[config.mk]
export PLATFORM = sky130hd
export DESIGN_NAME = commit_trace_buffer
export DESIGN_NICKNAME = d
export VERILOG_FILES = /design/src/rtl/commit_trace_buffer.sv
export SDC_FILE = /design/constraint.sdc
export NUM_CORES = 1
export LEC_CHECK = 0
export CAP_MARGIN = 5
export CORE_UTILIZATION = 25
export DETAILED_ROUTE_END_ITERATION = 7
export PLACE_DENSITY = 0.38
export SYNTH_ARGS = -nofsm -noshare
export SYNTH_HDL_FRONTEND = slang
export SYNTH_SLANG_ARGS = --single-unit
export TNS_END_PERCENT = 1
[constraint.sdc]
create_clock -name clk_i -period 15.44 [get_ports clk_i]
set_clock_uncertainty 0.2 [all_clocks]
set_input_delay 3.088 -clock clk_i [delete_from_list [all_inputs] [get_ports clk_i]]
set_output_delay 3.088 -clock clk_i [all_outputs]
set_load 0.03 [all_outputs]
[src/rtl/commit_trace_buffer.sv]
// Retirement-trace capture: classifies one commit record per cycle and buffers it
// in a first-word-fall-through FIFO drained over a valid/ready port.
module commit_trace_buffer #(
    parameter int unsigned XLEN        = 32,
    parameter int unsigned DEPTH       = 8,
    parameter int unsigned SEQ_W       = 8,
    parameter int unsigned DROP_W      = 16,
    parameter int unsigned DROP_OLDEST = 0
) (
    input  logic                        clk_i,
    input  logic                        rstn_i,
    input  logic                        commit_valid_i,
    input  logic [XLEN-1:0]             pc_i,
    input  logic [XLEN-1:0]             instr_i,
    input  logic [4:0]                  reg_addr_i,
    input  logic [XLEN-1:0]             reg_data_i,
    input  logic [XLEN-1:0]             mem_addr_i,
    input  logic [XLEN-1:0]             mem_data_i,
    input  logic                        stall_i,
    input  logic                        flushD_i,
    input  logic                        flushE_i,
    input  logic                        filter_en_i,
    input  logic                        clear_i,
    output logic                        rec_valid_o,
    input  logic                        rec_ready_i,
    output logic [XLEN-1:0]             rec_pc_o,
    output logic [XLEN-1:0]             rec_instr_o,
    output logic [2:0]                  rec_kind_o,
    output logic [4:0]                  rec_rd_o,
    output logic [XLEN-1:0]             rec_data_o,
    output logic [XLEN-1:0]             rec_addr_o,
    output logic [1:0]                  rec_flags_o,
    output logic [SEQ_W-1:0]            rec_seq_o,
    output logic [$clog2(DEPTH):0]      level_o,
    output logic [DROP_W-1:0]           drop_cnt_o,
    output logic                        overflow_o
);

    localparam int unsigned PTR_W = $clog2(DEPTH);
    localparam int unsigned LVL_W = PTR_W + 1;

    localparam logic [2:0] KIND_NONE    = 3'd0;
    localparam logic [2:0] KIND_REG     = 3'd1;
    localparam logic [2:0] KIND_LOAD    = 3'd2;
    localparam logic [2:0] KIND_STORE_B = 3'd3;
    localparam logic [2:0] KIND_STORE_H = 3'd4;
    localparam logic [2:0] KIND_STORE_W = 3'd5;
    localparam logic [2:0] KIND_STALL   = 3'd6;
    localparam logic [2:0] KIND_FLUSH   = 3'd7;

    localparam logic [6:0] OPC_STORE = 7'b0100011;
    localparam logic [6:0] OPC_LOAD  = 7'b0000011;

    typedef struct packed {
        logic [XLEN-1:0]  pc;
        logic [XLEN-1:0]  instr;
        logic [XLEN-1:0]  data;
        logic [XLEN-1:0]  addr;
        logic [2:0]       kind;
        logic [4:0]       rd;
        logic [1:0]       flags;
        logic [SEQ_W-1:0] seq;
    } rec_t;

    rec_t              mem [DEPTH];
    rec_t              in_rec;
    rec_t              head;
    logic [PTR_W-1:0]  wr_ptr_q;
    logic [PTR_W-1:0]  rd_ptr_q;
    logic [LVL_W-1:0]  level_q;
    logic [SEQ_W-1:0]  seq_q;
    logic [DROP_W-1:0] drop_q;
    logic              ovf_q;
    logic [1:0]        flags;
    logic              push;
    logic              pop;
    logic              full;
    logic              wr_en;

    assign flags = {(flushD_i | flushE_i) & ~stall_i, stall_i};
    assign push  = commit_valid_i & ~(filter_en_i & (flags != 2'b00)) & ~clear_i;
    assign pop   = rec_valid_o & rec_ready_i;
    assign full  = (level_q == LVL_W'(DEPTH));
    assign wr_en = push & (pop | ~full | (DROP_OLDEST != 0));

    // Commit classification in priority order: store, load, reg write, stall, flush
    always_comb begin
        in_rec       = '0;
        in_rec.pc    = pc_i;
        in_rec.instr = instr_i;
        in_rec.flags = flags;
        in_rec.seq   = seq_q;
        if (instr_i[6:0] == OPC_STORE) begin
            case (instr_i[14:12])
                3'b000: begin
                    in_rec.kind = KIND_STORE_B;
                    in_rec.data = XLEN'(mem_data_i[7:0]);
                    in_rec.addr = mem_addr_i;
                end
                3'b001: begin
                    in_rec.kind = KIND_STORE_H;
                    in_rec.data = XLEN'(mem_data_i[15:0]);
                    in_rec.addr = mem_addr_i;
                end
                3'b010: begin
                    in_rec.kind = KIND_STORE_W;
                    in_rec.data = mem_data_i;
                    in_rec.addr = mem_addr_i;
                end
                default: in_rec.kind = KIND_NONE;
            endcase
        end else if (instr_i[6:0] == OPC_LOAD) begin
            in_rec.kind = KIND_LOAD;
            in_rec.rd   = reg_addr_i;
            in_rec.data = reg_data_i;
            in_rec.addr = mem_addr_i;
        end else if (reg_addr_i != 5'd0) begin
            in_rec.kind = KIND_REG;
            in_rec.rd   = reg_addr_i;
            in_rec.data = reg_data_i;
        end else if (stall_i) begin
            in_rec.kind = KIND_STALL;
        end else if (flushD_i | flushE_i) begin
            in_rec.kind = KIND_FLUSH;
        end else begin
            in_rec.kind = KIND_NONE;
        end
    end

    // FIFO pointers, occupancy, sequence and drop accounting
    always_ff @(posedge clk_i or negedge rstn_i) begin
        if (!rstn_i) begin
            wr_ptr_q <= '0;
            rd_ptr_q <= '0;
            level_q  <= '0;
            seq_q    <= '0;
            drop_q   <= '0;
            ovf_q    <= 1'b0;
        end else if (clear_i) begin
            wr_ptr_q <= '0;
            rd_ptr_q <= '0;
            level_q  <= '0;
            seq_q    <= '0;
            drop_q   <= '0;
            ovf_q    <= 1'b0;
        end else begin
            if (push) begin
                seq_q <= seq_q + SEQ_W'(1);
            end
            if (push && pop) begin
                wr_ptr_q <= wr_ptr_q + PTR_W'(1);
                rd_ptr_q <= rd_ptr_q + PTR_W'(1);
            end else if (push && !full) begin
                wr_ptr_q <= wr_ptr_q + PTR_W'(1);
                level_q  <= level_q + LVL_W'(1);
            end else if (push) begin
                // Full without pop: overwrite-oldest advances both pointers together
                if (DROP_OLDEST != 0) begin
                    wr_ptr_q <= wr_ptr_q + PTR_W'(1);
                    rd_ptr_q <= rd_ptr_q + PTR_W'(1);
                end
                if (drop_q != '1) begin
                    drop_q <= drop_q + DROP_W'(1);
                end
                ovf_q <= 1'b1;
            end else if (pop) begin
                rd_ptr_q <= rd_ptr_q + PTR_W'(1);
                level_q  <= level_q - LVL_W'(1);
            end
        end
    end

    // Record storage; contents are only observed through the occupancy-gated head
    always_ff @(posedge clk_i) begin
        if (wr_en) begin
            mem[wr_ptr_q] <= in_rec;
        end
    end

    assign head        = mem[rd_ptr_q];
    assign rec_valid_o = (level_q != '0);
    assign rec_pc_o    = rec_valid_o ? head.pc    : '0;
    assign rec_instr_o = rec_valid_o ? head.instr : '0;
    assign rec_kind_o  = rec_valid_o ? head.kind  : '0;
    assign rec_rd_o    = rec_valid_o ? head.rd    : '0;
    assign rec_data_o  = rec_valid_o ? head.data  : '0;
    assign rec_addr_o  = rec_valid_o ? head.addr  : '0;
    assign rec_flags_o = rec_valid_o ? head.flags : '0;
    assign rec_seq_o   = rec_valid_o ? head.seq   : '0;
    assign level_o     = level_q;
    assign drop_cnt_o  = drop_q;
    assign overflow_o  = ovf_q;

endmodule

==> results by stage <==
Status:
- The run finished with clean final reports.

Routing:
- After detailed routing, the total wire length is 128 mm.
- The total iterations of the first detailed-routing run is 5.
- The first routing iteration left 1328 violations.
- The final antenna-violating net count is 0.
- In the routed design, unresolved DRC markers number 0.
- The final routed wire length divided by cell count is 24.4 um.
- The final route contains 23075 vias.
- Dividing the detail-routed via count by the number of cells gives 4.42.

Global route:
- The first global-routing pass estimated 184 mm of wire.
- The initial antenna violation count is 11.
- Across every metal layer, demand over resource in global routing totals 13.5%.
- Entering global routing, the biggest net connects 141 pins.
- The via count of the first global-routing pass is 25672.
- The leftover overflow at the end of global routing is 0.

Critical path:
- Data on the critical path arrives at its endpoint at 5140 ps.
- The cell seen most often among critical-path stages is sky130_fd_sc_hd__buf_4.
- The endpoint required time on the critical path is 12150 ps.
- The largest individual stage delay along the critical path comes from the cell sky130_fd_sc_hd__dfrtp_4.
- Traced cell by cell, the critical path runs through buf_4, buf_4, mux4_2, mux2i_1, nor2_1, clkdlybuf4s50_1.
- The critical path contains buffers and inverters numbering 3 combined.
- Along the worst path, the maximum fanout reaches 58.
- The biggest cell delay along the critical path is 1090 ps.
- The type of the worst setup path is reg -> out.
- The category of the worst setup path launch point is a flop.
- STA classifies the critical path endpoint as an output port.
- Grouping stages by cell kind, the critical path spends the most delay in buffers and inverters.

Flow run:
- The tool flagged a number of max-cap violations equal to 0.

Timing:
- The highest clock rate is 0.119 GHz.
- After layout, the worst setup slack is 7010 ps.
- The worst path uses 54.6% of the clock period.
- Setup repair after global routing left no endpoint under its margin.
- The relative max-transition margin is 19.0%.
- The clock period could shrink to 8430 ps.
- For the pin with the worst max-slew slack, the measured transition is 1210 ps.
- The final number of hold-violating endpoints is 0.
- Setup violations remaining at the end of the flow were counted as 0.
- The accumulated negative setup slack is 0 ps.
- The number of slew-limit violations in the final report is 0.

CTS:
- Clock tree synthesis inserted a total of 143 buffers.
- The number of sinks driven by the clock tree is 1203.
- The quantity of gates resized following cts is 0.
- Once the clock tree was built, the setup fixing pass inserted 0 buffers.
- CTS placed an instance of sky130_fd_sc_hd__clkbuf_16 at the clock tree root.
- TritonCTS built the clock tree.
- The H-tree was split into 4 levels.
- The number of hold-repair buffers added at the cts stage is 0.
- The worst-case clock buffer depth is 3.
- Clock-pin slew was measured on the worst setup and hold paths at 60 ps.
- Clock latency on the worst-skew pair, taken at its later pin, is 770 ps.

Synth:
- The post-synthesis cell area is 46800 um2.
- The most common flop cell mapped by yosys is sky130_fd_sc_hd__edfxtp_1.
- The simple-gate share of the synthesized area is 3.45%.
- After Yosys synthesis, full adders, half adders and majority gates account for 0.160% of the synthesized area.
- In the synthesized netlist, the number of instances is 2223.
- After synthesis the netlist holds a flip-flop and latch count of 1203.
- The number of warning messages in the yosys log is 0.
- The part of the Yosys area used for sequential elements is 76.8%.
- The number of nets handed over by synthesis was 2403.
- The share of async-settable or async-resettable flops after synthesis is 2.91%.
- The fraction of synthesized area in multiplexers is 17.3%.
- The average instance area after synthesis is 21.1 um2.
- After Yosys synthesis, XOR and XNOR cells account for 0.318% of the synthesized area.
- The number of distinct standard cells referenced by the synthesized netlist is 46.
- The dominant combinational cell family by area after synthesis is multiplexers.
- The number of enable-type register cells in the synthesized netlist is 1168.
- The synthesized netlist devotes 1.00% of its cell area to compound gates.

Power and ir drop:
- The power density normalized to cell area is 160 nW/um2.
- IR analysis of the VDD net gives a maximum drop of 0.174 mV.
- The leakage component of the power is 0.0173 uW.

Placed design:
- The total of buffers placed on input and output ports is 341.
- The setup slack after placement is 6860 ps.
- Once detailed placement completed, the half-perimeter wirelength came to 67.9 mm.
- At the end of routability-driven placement, the weighted congestion stood at 0.693.

Floorplanning:
- The die width is 435 um.
- The area of the die is 189000 um2.
- 342 I/O pins were placed.
- The floorplan has 158 rows.
- The initial core utilization is 25.2%.
- The die height is 435 um.
- In this run the standard cell core region covers 186000 um2.

Final layout:
- The area growth from synthesis to final layout is 23.6%.
- The ratio of cells with drive above 1 in the final layout is 19.9%.
- For this run, the post-layout net count is 2809.

Min path:
- The tightest min-delay check is of the reg -> reg type.
cell type report:
cell class / instances / area [um2]
Antenna cell: 1 / 2.50
Clock buffer: 176 / 3720
Clock inverter: 81 / 749
Fill cell: 17797 / 128000
Inverter: 8 / 30.0
Multi-Input combinational cell: 893 / 10500
Sequential cell: 1203 / 36000
Tap cell: 2480 / 3100
Timing Repair Buffer: 380 / 3830
routing by layer:
layer / part of all wire, % / vias up / GRT usage [%]
met5: 0 / - / 0
met4: 2.4 / 0 / 4.09
met3: 3.6 / 186 / 2.64
met2: 52 / 446 / 23.6
met1: 42 / 12489 / 16.7
li1: - / 9954 / -
cells in the mapped netlist (6+ instances only):
cell type | number | area (um2)
sky130_fd_sc_hd__dfrtp_1 | 35 | 876
sky130_fd_sc_hd__xor2_1 | 13 | 114
sky130_fd_sc_hd__and2_1 | 40 | 250
sky130_fd_sc_hd__nand2_1 | 40 | 150
sky130_fd_sc_hd__ha_1 | 6 | 75.1
sky130_fd_sc_hd__a21oi_1 | 40 | 200
sky130_fd_sc_hd__buf_1 | 48 | 180
sky130_fd_sc_hd__o21ai_0 | 13 | 65.1
sky130_fd_sc_hd__nor2_1 | 187 | 702
sky130_fd_sc_hd__nand2b_1 | 6 | 37.5
sky130_fd_sc_hd__a22o_1 | 8 | 70.1
sky130_fd_sc_hd__clkbuf_1 | 70 | 263
sky130_fd_sc_hd__mux4_2 | 292 | 6580
sky130_fd_sc_hd__nor3_1 | 7 | 35.0
sky130_fd_sc_hd__edfxtp_1 | 1168 | 35100
sky130_fd_sc_hd__nand3_1 | 32 | 160
sky130_fd_sc_hd__nand4_1 | 7 | 43.8
sky130_fd_sc_hd__mux2i_1 | 147 | 1470
sky130_fd_sc_hd__or3_1 | 9 | 56.3
sky130_fd_sc_hd__inv_1 | 7 | 26.3
final timing paths:
kind,to,start,cells past startpoint,slack (ps)
hold reg to reg,overflow_o$_DFFE_PN0P_,overflow_o$_DFFE_PN0P_,2,320
setup / recovery,rec_rd_o[4],rd_ptr_q[1]$_DFFE_PN0P_,6,7010
max in group asynchronous,rd_ptr_q[2]$_DFFE_PN0P_,rstn_i,2,12060
hold / removal,overflow_o$_DFFE_PN0P_,overflow_o$_DFFE_PN0P_,2,320
min in group asynchronous,drop_cnt_o[11]$_DFFE_PN0P_,rstn_i,2,2550
setup reg to reg,mem[2][124]$_DFFE_PP_,level_o[0]$_DFFE_PN0P_,6,11050
worst register-to-register path, delay by kind of cell, from the launching register on:
kind	cells	cell delay (ps)
AOI/OAI and AO/OA	1	230
and+or+nand+nor	3	1340
DFF	1	480
buffers and inverters	2	1730
power breakdown:
| part | switching, uW | leakage (uW) | internal, uW | total, uW |
|---|---|---|---|---|
| clock | 1340 | 0.00217 | 1900 | 3240 |
| sequential | 47.1 | 0.0108 | 3610 | 3660 |
| combinational | 1370 | 0.00431 | 986 | 2350 |
kinds of logic after synthesis:
logic type	count (synthesis)
DFF	1203
muxes	442
and+or+nand+nor	350
buffers and inverters	127
AOI/OAI and AO/OA	78
xor gates and xnor gates	17
adders and majority gates	6
state kept, by name (all words and copies together), names as in the netlist:
register / count
wr_ptr_q: 3
seq_q: 8
level_o: 4
drop_cnt_o: 16
overflow_o: 1
rd_ptr_q: 3
mem: 1168
layout by cell type, fill, tap and decap left out, types with 4 or more instances in the layout:
cell	Yosys	layout
sky130_fd_sc_hd__nand3b_1	4	4
sky130_fd_sc_hd__mux2i_1	147	147
sky130_fd_sc_hd__nand2_1	40	40
sky130_fd_sc_hd__bufinv_16	0	11
sky130_fd_sc_hd__nand4_1	7	7
sky130_fd_sc_hd__edfxtp_1	1168	1168
sky130_fd_sc_hd__xor2_1	13	13
sky130_fd_sc_hd__clkinvlp_4	0	4
sky130_fd_sc_hd__xnor2_1	4	4
sky130_fd_sc_hd__clkbuf_16	0	144
sky130_fd_sc_hd__nand2b_1	6	6
sky130_fd_sc_hd__inv_1	7	7
sky130_fd_sc_hd__and2_1	40	40
sky130_fd_sc_hd__buf_12	0	10
sky130_fd_sc_hd__clkinv_2	0	13
sky130_fd_sc_hd__clkinv_1	0	37
sky130_fd_sc_hd__clkdlybuf4s50_1	0	341
sky130_fd_sc_hd__inv_6	0	8
sky130_fd_sc_hd__nor2_1	187	178
sky130_fd_sc_hd__nor2_4	0	8
sky130_fd_sc_hd__ha_1	6	6
sky130_fd_sc_hd__a22o_1	8	8
sky130_fd_sc_hd__o31ai_1	4	4
sky130_fd_sc_hd__o21ai_0	13	13
sky130_fd_sc_hd__dfrtp_1	35	32
sky130_fd_sc_hd__a21oi_1	40	40
sky130_fd_sc_hd__nand3_1	32	32
sky130_fd_sc_hd__buf_4	0	29
sky130_fd_sc_hd__nor3_1	7	4
sky130_fd_sc_hd__or3_1	9	9
sky130_fd_sc_hd__mux4_2	292	292
sky130_fd_sc_hd__clkbuf_1	70	32
per-stage QoR:
| stage | hold slack (ps) | total power (uW) | instances | instance area (um2) | util, % |
|---|---|---|---|---|---|
| after CTS | 337 | 9470 | 5221 | 57900 | 31.2 |
| after global placement | 293 | 6170 | 4964 | 53400 | 28.8 |
| after floorplan | 319 | 5170 | 2223 | 46800 | - |
| after global routing | 380 | 9650 | 5222 | 57900 | 31.2 |
| final | 320 | 9260 | 5222 | 57900 | 31.2 |
| after detailed placement | 319 | 6170 | 4964 | 53400 | 28.8 |
No activity file was read; power rests on OpenSTA's default activity.
